**config.mk**
```make
export PLATFORM = sky130hd
export DESIGN_NAME = bram_byte_seq_ctrl_flat
export DESIGN_NICKNAME = d
export VERILOG_FILES = /design/src/rtl/bram_byte_seq_ctrl_pkg.sv /design/src/rtl/bram_byte_seq_ctrl_if.sv /design/src/rtl/bram_byte_seq_ctrl_load_ext.sv /design/src/rtl/bram_byte_seq_ctrl.sv /design/src/flat_wrapper.sv
export SDC_FILE = /design/constraint.sdc
export NUM_CORES = 1
export LEC_CHECK = 0
export BUFFER_PORTS_ARGS = -buffer_cell sky130_fd_sc_hd__buf_2
export CAP_MARGIN = 10
export CORE_UTILIZATION = 60
export CTS_CLUSTER_DIAMETER = 120
export DETAILED_ROUTE_END_ITERATION = 7
export PLACE_DENSITY = 0.87
export SYNTH_ARGS = -nofsm -noshare
export SYNTH_HDL_FRONTEND = slang
export SYNTH_SLANG_ARGS = --single-unit
```
**constraint.sdc**
```tcl
create_clock -name clk -period 4.95 [get_ports clk]
set_input_delay 0.495 -clock clk [delete_from_list [all_inputs] [get_ports clk]]
set_output_delay 0.495 -clock clk [all_outputs]
set_load 0.005 [all_outputs]
```
**src/rtl/bram_byte_seq_ctrl_pkg.sv**
```systemverilog
// rtl/bram_byte_seq_ctrl_pkg.sv - size/state encodings and byte-count helper for the BRAM byte sequencer
package bram_ctrl_pkg;

  localparam logic [1:0] SZ_B = 2'd0;
  localparam logic [1:0] SZ_H = 2'd1;
  localparam logic [1:0] SZ_W = 2'd2;

  typedef enum logic [1:0] {
    IDLE   = 2'd0,
    ACCESS = 2'd1,
    DRAIN  = 2'd2,
    RESP   = 2'd3
  } seq_state_t;

  // Reserved size 3 behaves like a word access.
  function automatic logic [2:0] size_bytes(input logic [1:0] size);
    case (size)
      SZ_B:    size_bytes = 3'd1;
      SZ_H:    size_bytes = 3'd2;
      default: size_bytes = 3'd4;
    endcase
  endfunction

endpackage

```
**src/rtl/bram_byte_seq_ctrl_if.sv**
```systemverilog
// rtl/bram_byte_seq_ctrl_if.sv - request/response/BRAM-port bundle for the BRAM byte sequencer
interface bram_byte_seq_ctrl_if #(
  parameter int ADDR_W = 12
);

  logic              req_valid;
  logic              req_ready;
  logic              req_we;
  logic [1:0]        req_size;
  logic              req_unsigned;
  logic [ADDR_W-1:0] req_addr;
  logic [31:0]       req_wdata;

  logic              rsp_valid;
  logic              rsp_ready;
  logic [31:0]       rsp_rdata;
  logic              rsp_err;

  logic              mem_en;
  logic              mem_we;
  logic [ADDR_W-1:0] mem_addr;
  logic [7:0]        mem_wdata;
  logic [7:0]        mem_rdata;

  // Requester plus BRAM side.
  modport master (
    output req_valid, req_we, req_size, req_unsigned, req_addr, req_wdata,
    input  req_ready,
    input  rsp_valid, rsp_rdata, rsp_err,
    output rsp_ready,
    input  mem_en, mem_we, mem_addr, mem_wdata,
    output mem_rdata
  );

  // Sequencer side.
  modport slave (
    input  req_valid, req_we, req_size, req_unsigned, req_addr, req_wdata,
    output req_ready,
    output rsp_valid, rsp_rdata, rsp_err,
    input  rsp_ready,
    output mem_en, mem_we, mem_addr, mem_wdata,
    input  mem_rdata
  );

endinterface

```
**src/rtl/bram_byte_seq_ctrl_load_ext.sv**
```systemverilog
// rtl/bram_byte_seq_ctrl_load_ext.sv - combinational sign/zero extender for byte/half/word loads
module bram_load_ext
  import bram_ctrl_pkg::*;
(
  input  logic [1:0]  size,
  input  logic        load_unsigned,
  input  logic [31:0] raw,
  output logic [31:0] ext
);

  // Replicate the top bit of the loaded field unless the load is unsigned.
  always_comb begin
    ext = raw;
    case (size)
      SZ_B:    ext = {{24{raw[7]  & ~load_unsigned}}, raw[7:0]};
      SZ_H:    ext = {{16{raw[15] & ~load_unsigned}}, raw[15:0]};
      default: ext = raw;
    endcase
  end

endmodule

```
**src/rtl/bram_byte_seq_ctrl.sv**
```systemverilog
// rtl/bram_byte_seq_ctrl.sv - byte-serial BRAM load/store sequencer (define MISALIGN_CHK_EN to reject misaligned half/word)
module bram_byte_seq_ctrl
  import bram_ctrl_pkg::*;
#(
  parameter int ADDR_W = 12,
  parameter int DATA_W = 32
) (
  input logic              clk,
  input logic              rst_n,
  bram_byte_seq_ctrl_if.slave bus
);

  if (DATA_W != 32) begin : g_data_w_chk
    $error("bram_byte_seq_ctrl: DATA_W must be 32");
  end

  seq_state_t        state_q, state_d;

  logic              we_q;
  logic              uns_q;
  logic [1:0]        size_q;
  logic [31:0]       wdata_q;
  logic [1:0]        cnt_q, cnt_d;
  logic [31:0]       raw_q, raw_d;
  logic              latch;

  logic              mem_en_q, mem_en_d;
  logic              mem_we_q, mem_we_d;
  logic [ADDR_W-1:0] mem_addr_q, mem_addr_d;
  logic [7:0]        mem_wdata_q, mem_wdata_d;
  logic [31:0]       rdata_q, rdata_d;

  logic [2:0]        nbytes;
  logic              last;
  logic [1:0]        nxt;
  logic [1:0]        cap_lane;
  logic [31:0]       raw_cap;
  logic [31:0]       ext_data;
  logic              misalign;

  assign nbytes = size_bytes(size_q);
  assign last   = ({1'b0, cnt_q} == (nbytes - 3'd1));
  assign nxt    = cnt_q + 2'd1;

  // In ACCESS the byte arriving now was issued one cycle earlier; DRAIN brings the final byte.
  assign cap_lane = (state_q == DRAIN) ? cnt_q : (cnt_q - 2'd1);

`ifdef MISALIGN_CHK_EN
  assign misalign = ((bus.req_size == SZ_H) && bus.req_addr[0]) ||
                    (bus.req_size[1] && (bus.req_addr[1:0] != 2'b00));
`else
  assign misalign = 1'b0;
`endif

  // Merge the incoming read byte into its little-endian lane.
  always_comb begin
    raw_cap = raw_q;
    raw_cap[{cap_lane, 3'b000} +: 8] = bus.mem_rdata;
  end

  bram_load_ext u_ext (
    .size          (size_q),
    .load_unsigned (uns_q),
    .raw           (raw_cap),
    .ext           (ext_data)
  );

  // Next-state and next-register values; mem_* only ever come from registers.
  always_comb begin
    state_d     = state_q;
    cnt_d       = cnt_q;
    raw_d       = raw_q;
    latch       = 1'b0;
    mem_en_d    = 1'b0;
    mem_we_d    = 1'b0;
    mem_addr_d  = mem_addr_q;
    mem_wdata_d = mem_wdata_q;
    rdata_d     = rdata_q;
    case (state_q)
      IDLE: begin
        if (bus.req_valid) begin
          latch   = 1'b1;
          cnt_d   = 2'd0;
          raw_d   = 32'd0;
          rdata_d = 32'd0;
          if (misalign) begin
            state_d = RESP;
          end else begin
            state_d     = ACCESS;
            mem_en_d    = 1'b1;
            mem_we_d    = bus.req_we;
            mem_addr_d  = bus.req_addr;
            mem_wdata_d = bus.req_wdata[7:0];
          end
        end
      end
      ACCESS: begin
        if (cnt_q != 2'd0) begin
          raw_d = raw_cap;
        end
        if (last) begin
          state_d = we_q ? RESP : DRAIN;
        end else begin
          cnt_d       = nxt;
          mem_en_d    = 1'b1;
          mem_we_d    = we_q;
          mem_addr_d  = mem_addr_q + {{(ADDR_W-1){1'b0}}, 1'b1};
          mem_wdata_d = wdata_q[{nxt, 3'b000} +: 8];
        end
      end
      DRAIN: begin
        raw_d   = raw_cap;
        rdata_d = ext_data;
        state_d = RESP;
      end
      RESP: begin
        if (bus.rsp_ready) begin
          state_d = IDLE;
          rdata_d = 32'd0;
        end
      end
      default: state_d = IDLE;
    endcase
  end

  // State register.
  always_ff @(posedge clk or negedge rst_n) begin
    if (!rst_n) begin
      state_q <= IDLE;
    end else begin
      state_q <= state_d;
    end
  end

  // Datapath registers: latched request, byte counter, read accumulator and BRAM port.
  always_ff @(posedge clk or negedge rst_n) begin
    if (!rst_n) begin
      we_q        <= 1'b0;
      uns_q       <= 1'b0;
      size_q      <= SZ_B;
      wdata_q     <= 32'd0;
      cnt_q       <= 2'd0;
      raw_q       <= 32'd0;
      mem_en_q    <= 1'b0;
      mem_we_q    <= 1'b0;
      mem_addr_q  <= '0;
      mem_wdata_q <= 8'd0;
      rdata_q     <= 32'd0;
    end else begin
      if (latch) begin
        we_q    <= bus.req_we;
        uns_q   <= bus.req_unsigned;
        size_q  <= bus.req_size;
        wdata_q <= bus.req_wdata;
      end
      cnt_q       <= cnt_d;
      raw_q       <= raw_d;
      mem_en_q    <= mem_en_d;
      mem_we_q    <= mem_we_d;
      mem_addr_q  <= mem_addr_d;
      mem_wdata_q <= mem_wdata_d;
      rdata_q     <= rdata_d;
    end
  end

`ifdef MISALIGN_CHK_EN
  logic err_q;

  // Error flag is set only by a rejected request and cleared on the response handshake.
  always_ff @(posedge clk or negedge rst_n) begin
    if (!rst_n) begin
      err_q <= 1'b0;
    end else if ((state_q == IDLE) && bus.req_valid) begin
      err_q <= misalign;
    end else if ((state_q == RESP) && bus.rsp_ready) begin
      err_q <= 1'b0;
    end
  end

  assign bus.rsp_err = err_q;
`else
  assign bus.rsp_err = 1'b0;
`endif

  assign bus.req_ready = (state_q == IDLE);
  assign bus.rsp_valid = (state_q == RESP);
  assign bus.rsp_rdata = rdata_q;
  assign bus.mem_en    = mem_en_q;
  assign bus.mem_we    = mem_we_q;
  assign bus.mem_addr  = mem_addr_q;
  assign bus.mem_wdata = mem_wdata_q;

endmodule

```
**src/flat_wrapper.sv**
```systemverilog
// flat-port wrapper written by rule: the top's interface ports become plain ports
module bram_byte_seq_ctrl_flat import bram_ctrl_pkg::*;
#(
  parameter int ADDR_W = 12,
  parameter int DATA_W = 32
)
  (clk, rst_n, bus_req_valid, bus_req_we, bus_req_size, bus_req_unsigned, bus_req_addr, bus_req_wdata, bus_req_ready, bus_rsp_valid, bus_rsp_rdata, bus_rsp_err, bus_rsp_ready, bus_mem_en, bus_mem_we, bus_mem_addr, bus_mem_wdata, bus_mem_rdata);
  bram_byte_seq_ctrl_if #(.ADDR_W(ADDR_W)) bus_i ();
  input logic clk;
  input logic rst_n;
  input wire logic [$bits(bus_i.req_valid)-1:0] bus_req_valid;
  input wire logic [$bits(bus_i.req_we)-1:0] bus_req_we;
  input wire logic [$bits(bus_i.req_size)-1:0] bus_req_size;
  input wire logic [$bits(bus_i.req_unsigned)-1:0] bus_req_unsigned;
  input wire logic [$bits(bus_i.req_addr)-1:0] bus_req_addr;
  input wire logic [$bits(bus_i.req_wdata)-1:0] bus_req_wdata;
  output wire logic [$bits(bus_i.req_ready)-1:0] bus_req_ready;
  output wire logic [$bits(bus_i.rsp_valid)-1:0] bus_rsp_valid;
  output wire logic [$bits(bus_i.rsp_rdata)-1:0] bus_rsp_rdata;
  output wire logic [$bits(bus_i.rsp_err)-1:0] bus_rsp_err;
  input wire logic [$bits(bus_i.rsp_ready)-1:0] bus_rsp_ready;
  output wire logic [$bits(bus_i.mem_en)-1:0] bus_mem_en;
  output wire logic [$bits(bus_i.mem_we)-1:0] bus_mem_we;
  output wire logic [$bits(bus_i.mem_addr)-1:0] bus_mem_addr;
  output wire logic [$bits(bus_i.mem_wdata)-1:0] bus_mem_wdata;
  input wire logic [$bits(bus_i.mem_rdata)-1:0] bus_mem_rdata;
  assign bus_i.req_valid = bus_req_valid;
  assign bus_i.req_we = bus_req_we;
  assign bus_i.req_size = bus_req_size;
  assign bus_i.req_unsigned = bus_req_unsigned;
  assign bus_i.req_addr = bus_req_addr;
  assign bus_i.req_wdata = bus_req_wdata;
  assign bus_req_ready = bus_i.req_ready;
  assign bus_rsp_valid = bus_i.rsp_valid;
  assign bus_rsp_rdata = bus_i.rsp_rdata;
  assign bus_rsp_err = bus_i.rsp_err;
  assign bus_i.rsp_ready = bus_rsp_ready;
  assign bus_mem_en = bus_i.mem_en;
  assign bus_mem_we = bus_i.mem_we;
  assign bus_mem_addr = bus_i.mem_addr;
  assign bus_mem_wdata = bus_i.mem_wdata;
  assign bus_i.mem_rdata = bus_mem_rdata;
  bram_byte_seq_ctrl #(.ADDR_W(ADDR_W), .DATA_W(DATA_W)) u_core (.clk(clk), .rst_n(rst_n), .bus(bus_i));
endmodule
```
* Yosys cells after proc, flatten, opt, wreduce, memory -nomap -nowiden
Index checks and enable logic that the tools add are counted.
** Word-level totals
- ROM bits :: 0
- Bits in writable memories :: 0
- Input bits :: 60
- Bits in registers :: 126
- Output and inout bits :: 57
- Bits in latches :: 0
- Memories kept :: 0
** Operators by class
- Bitwise logic cells :: 3
- Multiplexer cells :: 30
- Add/sub/neg operators :: 5
- Eq/ne operators :: 10
- Multiply operators :: 0
- Shift-type cells :: 3
- Magnitude comparators :: 0
- Reductions and logical operators :: 10
- Divide/modulo/power cells :: 0
** Operators with widths (count)
- 32-bit one-hot mux with 3 select lines :: 2
- 32-bit 2-to-1 mux :: 3
- 32-bit one-hot mux with 2 select lines :: 1
- 32-bit bitwise mux :: 1
- 8-bit by 7-bit variable shift with 32-bit output (first input constant) :: 1
- 32-bit by 6-bit indexed part select with 8-bit output :: 1
- 8-bit by 7-bit indexed part select with 32-bit output :: 1
- 12-bit 2-to-1 mux :: 2
- 12-bit one-hot mux with 2 select lines :: 1
- 8-bit 2-to-1 mux :: 2
- 8-bit one-hot mux with 2 select lines :: 1
- 12-bit by 1-bit adder with 12-bit output (second input constant) :: 1
- 2-bit 2-to-1 mux :: 6
- 3-bit AND reduction :: 4
- 2-bit one-hot mux with 4 select lines :: 1
- 5-bit negation with 7-bit output :: 1
- 1-bit 2-to-1 mux :: 6
- 2-bit by 1-bit != test with 1-bit output (second input constant) :: 3
- 3-bit one-hot mux with 2 select lines :: 1
- 3-bit nonzero test :: 2
- 2-bit by 1-bit == test with 1-bit output (second input constant) :: 2
- 2-bit == test (second input constant) :: 2
- 2-bit zero test :: 2
- 2-bit != test (second input constant) :: 2
- 9 further kinds :: 12

* Logic depth before layout (Yosys ltp)
- Depth after elaboration :: 8
- Depth in mapped cells :: 15
- Gate-level depth less buffers :: 10

* By module
Synthesis repeated with hierarchy kept, for this count alone.
** Second synthesis, totals
- Cells, all modules :: 658
- Area, all modules :: 6666.4 µm²
** Modules (own cells, without submodules)
- bram_byte_seq_ctrl :: instances 1, seq. area each 3153.0 µm², area each 6311.1 µm², cells an instance 591
- bram_load_ext :: instances 1, seq. area each 0.0 µm², area each 355.3 µm², cells an instance 67

* Worst setup path after synthesis
Ideal clock, no wire load.
- Kind :: flip-flop to flip-flop
- Start point :: register u_core.cnt_q[0]
- End point :: register u_core.rdata_q[24], in the netlist u_core.bus.rsp_rdata[24]
- Path buffers :: 4
- Cell stages (with the launch flop) :: 15
- Setup slack :: 1.720 ns
- Data arrival time :: 3.162 ns
- Required time :: 4.882 ns
- Cells stage by stage :: dfrtp_1 -> buf_6 -> buf_2 -> inv_1 -> ha_1 -> buf_1 -> inv_1 -> o21a_1 -> inv_1 -> ha_1 -> nor3b_4 -> a21oi_2 -> o221ai_4 -> buf_6 -> a32o_1
** On the way
- Word-level cells in the longest chain between the ends :: 8
- Elaborated cells between the ends (all ways) :: 10
- Those cells by class :: add/sub: 2; shift: 2; mux: 4; bitwise: 2
** Ends and longest elaborated chain
- start: declaration :: line bram_byte_seq_ctrl.sv:23 : logic [1:0] cnt_q, cnt_d;
- start signal: assignment :: line bram_byte_seq_ctrl.sv:156 : cnt_q <= cnt_d;
- 2-bit by 1-bit subtractor with 2-bit output :: line bram_byte_seq_ctrl.sv:46 : assign cap_lane = (state_q == DRAIN) ? cnt_q : (cnt_q - 2'd1);
- 2-bit 2-to-1 mux (*) :: line bram_byte_seq_ctrl.sv:46
- 5-bit negation with 7-bit output (*) :: line bram_byte_seq_ctrl.sv:58 : raw_cap[{cap_lane, 3'b000} +: 8] = bus.mem_rdata;
- 8-bit by 7-bit indexed part select with 32-bit output or 8-bit by 7-bit variable shift with 32-bit output (tied branches) :: line bram_byte_seq_ctrl.sv:58
- 32-bit bitwise mux (*) :: line bram_byte_seq_ctrl.sv:58
- 1-bit AND, on equally long branches :: line bram_byte_seq_ctrl_load_ext.sv:16, bram_byte_seq_ctrl_load_ext.sv:15
- 32-bit one-hot mux with 2 select lines (*) :: line bram_byte_seq_ctrl_load_ext.sv:14 : case (size)
- 32-bit one-hot mux with 3 select lines (*) :: line bram_byte_seq_ctrl.sv:79 : case (state_q)
- end signal: assignment :: line bram_byte_seq_ctrl.sv:162 : rdata_q <= rdata_d;
- end: declaration :: line bram_byte_seq_ctrl.sv:31 : logic [31:0] rdata_q, rdata_d;
Mark *: on every way between the ends. The rest lies on a longest branch, timed or not.
A chain may end at the register's enable or synchronous reset.

* Worst setup path in the final report
- Start point :: register u_core.cnt_q[1]
- End point :: register u_core.rdata_q[23], in the netlist u_core.bus.rsp_rdata[23]
The elaborated chain is that of the path after synthesis.

==> results.md <==
- Status: finished clean
- # hold bufs at CTS: 0
- Avg Vias per Cell: 6.30
- Synth cell types: 61
- #FFs+latches synth: 126
- Placed cell count: 786
- Area share of the largest cell type after synthesis: 50.1%
- Post-CTS sizing: 0
- Die Wd: 104 um
- Post-route clock period utilization: 65.5%
- Post-DRT Antenna Nets: 0
- Crit. End Element: flip-flop
- DP Wirelength: 10.5 mm
- GP Congestion: 0.900
- Pwr Total: 0.00577 W
- Final WL: 15.7 mm
- Synth cell count leaders: dfrtp_1, nand2_1, a21oi_1, mux2_2, nor2_1
- Final Non-Filler Cells: 818
- Final setup viols: 0
- Wire length of the first global-routing pass: 26.5 mm
- Fin area: 7500 um^2
- Max clock buf depth: 2
- Critical-path cell list: inv_1 > ha_1 > inv_1 > o21a_1 > inv_1 > ha_1 > nor3b_4 > a21oi_2 > o221ai_4 > a32o_1
- Largest cells by area after synthesis: dfrtp_1, mux2_2, a22o_1
- Core area: 10200 um^2
- Post-synth top flop: dfrtp_1
- H-tree Lvls: 4
- Die Area: 10900 um^2
- Area leader, netlist: dfrtp_1
- Antenna Cells: 0
- Post-synth EDFFs: 0
- Tot GR Track Use: 31.2%
- Worst Setup Start Kind: flip-flop
- Hold Crit Class: primary input to asynchronous set/reset pin
- RSZ-0062 raised after global routing: no
- Count leader, synth: dfrtp_1
- Static leakage: 3.52 nW
- Initial antenna violation count: 0
- CTS tree: yes
- Number of global-route vias before repair: 5180
- CP max-delay cell: ha_1
- # fillers: 707
- Syn avg cell area: 11.1 um^2
- Clk_lat worst skew: 530 ps
- CP most frequent cell: inv_1
- Storage element area: 3150 um^2
- Hold Fails Final Rpt: 0
- Data required time of the critical path: 5410 ps
- Final min period: 3240 ps
- Syn nets: 640
- Max Slew Vio Count: 0
- Final net count: 740
- Yosys warnings: 0
- Max_cap viols: 0
- Share of cells above drive strength 1: 31.8%
- PD cells: 769 nW/um^2
- Die H: 104 um
- Reg clk slew, reported paths: 60 ps
- Setup Fix Bufs, Post-CTS: 0
- CTS buffer count: 17
- Final core utilization: 73.3%
- Fmax: 0.308 GHz
- Async SR Flop Fraction: 100%
- Worst-path fanout max: 16
- Drc violations: 0
- Number of port buffers: 115
- Clk sinks: 126
- Vias: 5155
- Slew HR: 32.3%
- Row count: 37
- Seq/Total Area, Yosys: 50.1%
- GRT overflow: 0
- Critical path data arrival time: 3700 ps
- Worst slew pin tran: 1020 ps
- Root cell of the clock tree: clkbuf_8
- Post-Synthesis Cells: 569
- Largest stage delay, worst path: 620 ps
- Final clock skew: 6.88 ps
- Worst vdd ir: 0.357 mV
- Pin count of the biggest net entering global routing: 82
- Num ports: 117
- Cell Area, Placed: 6890 um^2
- TritonRoute pass-1 iters: 5
- Setup TNS: 0 ps
- Routed len/inst: 19.2 um
- Syn-to-layout area delta: 19.1%
- Synth Cell Area: 6290 um^2
- Initial Utilization: 61.5%
- Multi-input logic area: 2870 um^2
- DR iter-0 viols: 359
- Crit Path Class: flip-flop to flip-flop
layer usage:
layer	vias to the layer above	wire length [um]	GRT usage, %
li1	2293	-	-
met1	2593	6550	41.1
met2	232	7720	50.9
met3	37	1020	5.70
met4	0	392	13.1
met5	-	0	0
registers in the layout, indices dropped and copies added (netlist names):
signal	flops
u_core.bus.mem_addr	12
u_core.bus.mem_en	1
u_core.bus.mem_wdata	8
u_core.bus.mem_we	1
u_core.bus.rsp_rdata	32
u_core.cnt_q	2
u_core.raw_q	32
u_core.size_q	2
u_core.state_q	2
u_core.uns_q	1
u_core.wdata_q	32
u_core.we_q	1
layout make-up:
| class | count | share of cell area (%) |
|---|---|---|
| Timing Repair Buffer | 118 | 8.01 |
| Sequential cell | 126 | 42.1 |
| Multi-Input combinational cell | 378 | 38.2 |
| Tap cell | 136 | 2.27 |
| Clock inverter | 13 | 2.15 |
| Clock buffer | 19 | 5.89 |
| Inverter | 28 | 1.40 |
worst max-delay path: cells and delay by family, from the launching register on:
family,cells,cell delay [ps]
flops,1,390
buf+inv,3,230
compound gates,4,1130
simple gates,1,450
fa+ha+maj,2,980
path summary, 6_finish.rpt:
path,start,slack (ps),depth (start not counted),to
min in group clk,bus_req_wdata[18],190,2,u_core.wdata_q[18]$_DFFE_PN0P_
max in group asynchronous,rst_n,3630,2,u_core.raw_q[31]$_DFFE_PN0P_
max reg2reg,u_core.cnt_q[1]$_DFFE_PN0P_,1710,10,u_core.bus.rsp_rdata[23]$_DFFE_PN0P_
max,u_core.cnt_q[1]$_DFFE_PN0P_,1710,10,u_core.bus.rsp_rdata[23]$_DFFE_PN0P_
min reg2reg,u_core.bus.rsp_rdata[5]$_DFFE_PN0P_,470,2,u_core.bus.rsp_rdata[5]$_DFFE_PN0P_
min,rst_n,150,1,u_core.bus.rsp_rdata[13]$_DFFE_PN0P_
layout by cell type, fill, tap and decap left out, types with 4 or more instances in the layout:
cell / count
a21oi_1: 35
a22o_1: 30
a32o_1: 16
and3_1: 13
buf_2: 114
buf_4: 4
clkbuf_16: 16
clkinvlp_4: 4
dfrtp_1: 126
ha_1: 10
inv_1: 28
mux2_2: 35
mux2i_1: 11
mux4_2: 8
nand2_1: 35
nand3_1: 24
nand4_1: 8
nor2_1: 31
nor2b_1: 23
nor3_1: 4
o21ai_0: 18
o21ai_1: 4
o221a_2: 8
o221ai_1: 8
or3_1: 4
power by group:
group	internal, W	switching [W]
registers	0.00144	0.000287
logic	0.00112	0.00166
clock network	0.000794	0.000470
per-stage QoR:
step,setup slack (ps),hold slack (ps)
after floorplan,1720,199
after global routing,1510,201
final,1710,155
after CTS,1730,192
after detailed placement,1770,468
after global placement,1940,459
logic make-up after synthesis:
| family | count (synthesis) | synth area share [%] |
|---|---|---|
| AND/OR/NAND/NOR | 157 | 12.7 |
| adder cells (fa/ha/maj) | 11 | 2.19 |
| other | 1 | 0.0596 |
| AO/OA/AOI/OAI | 152 | 18.8 |
| XOR/XNOR | 2 | 0.577 |
| flip-flops | 126 | 50.1 |
| buffers and inverters | 65 | 4.45 |
| multiplexers | 55 | 11.1 |
No activity file was read; power rests on OpenSTA's default activity.
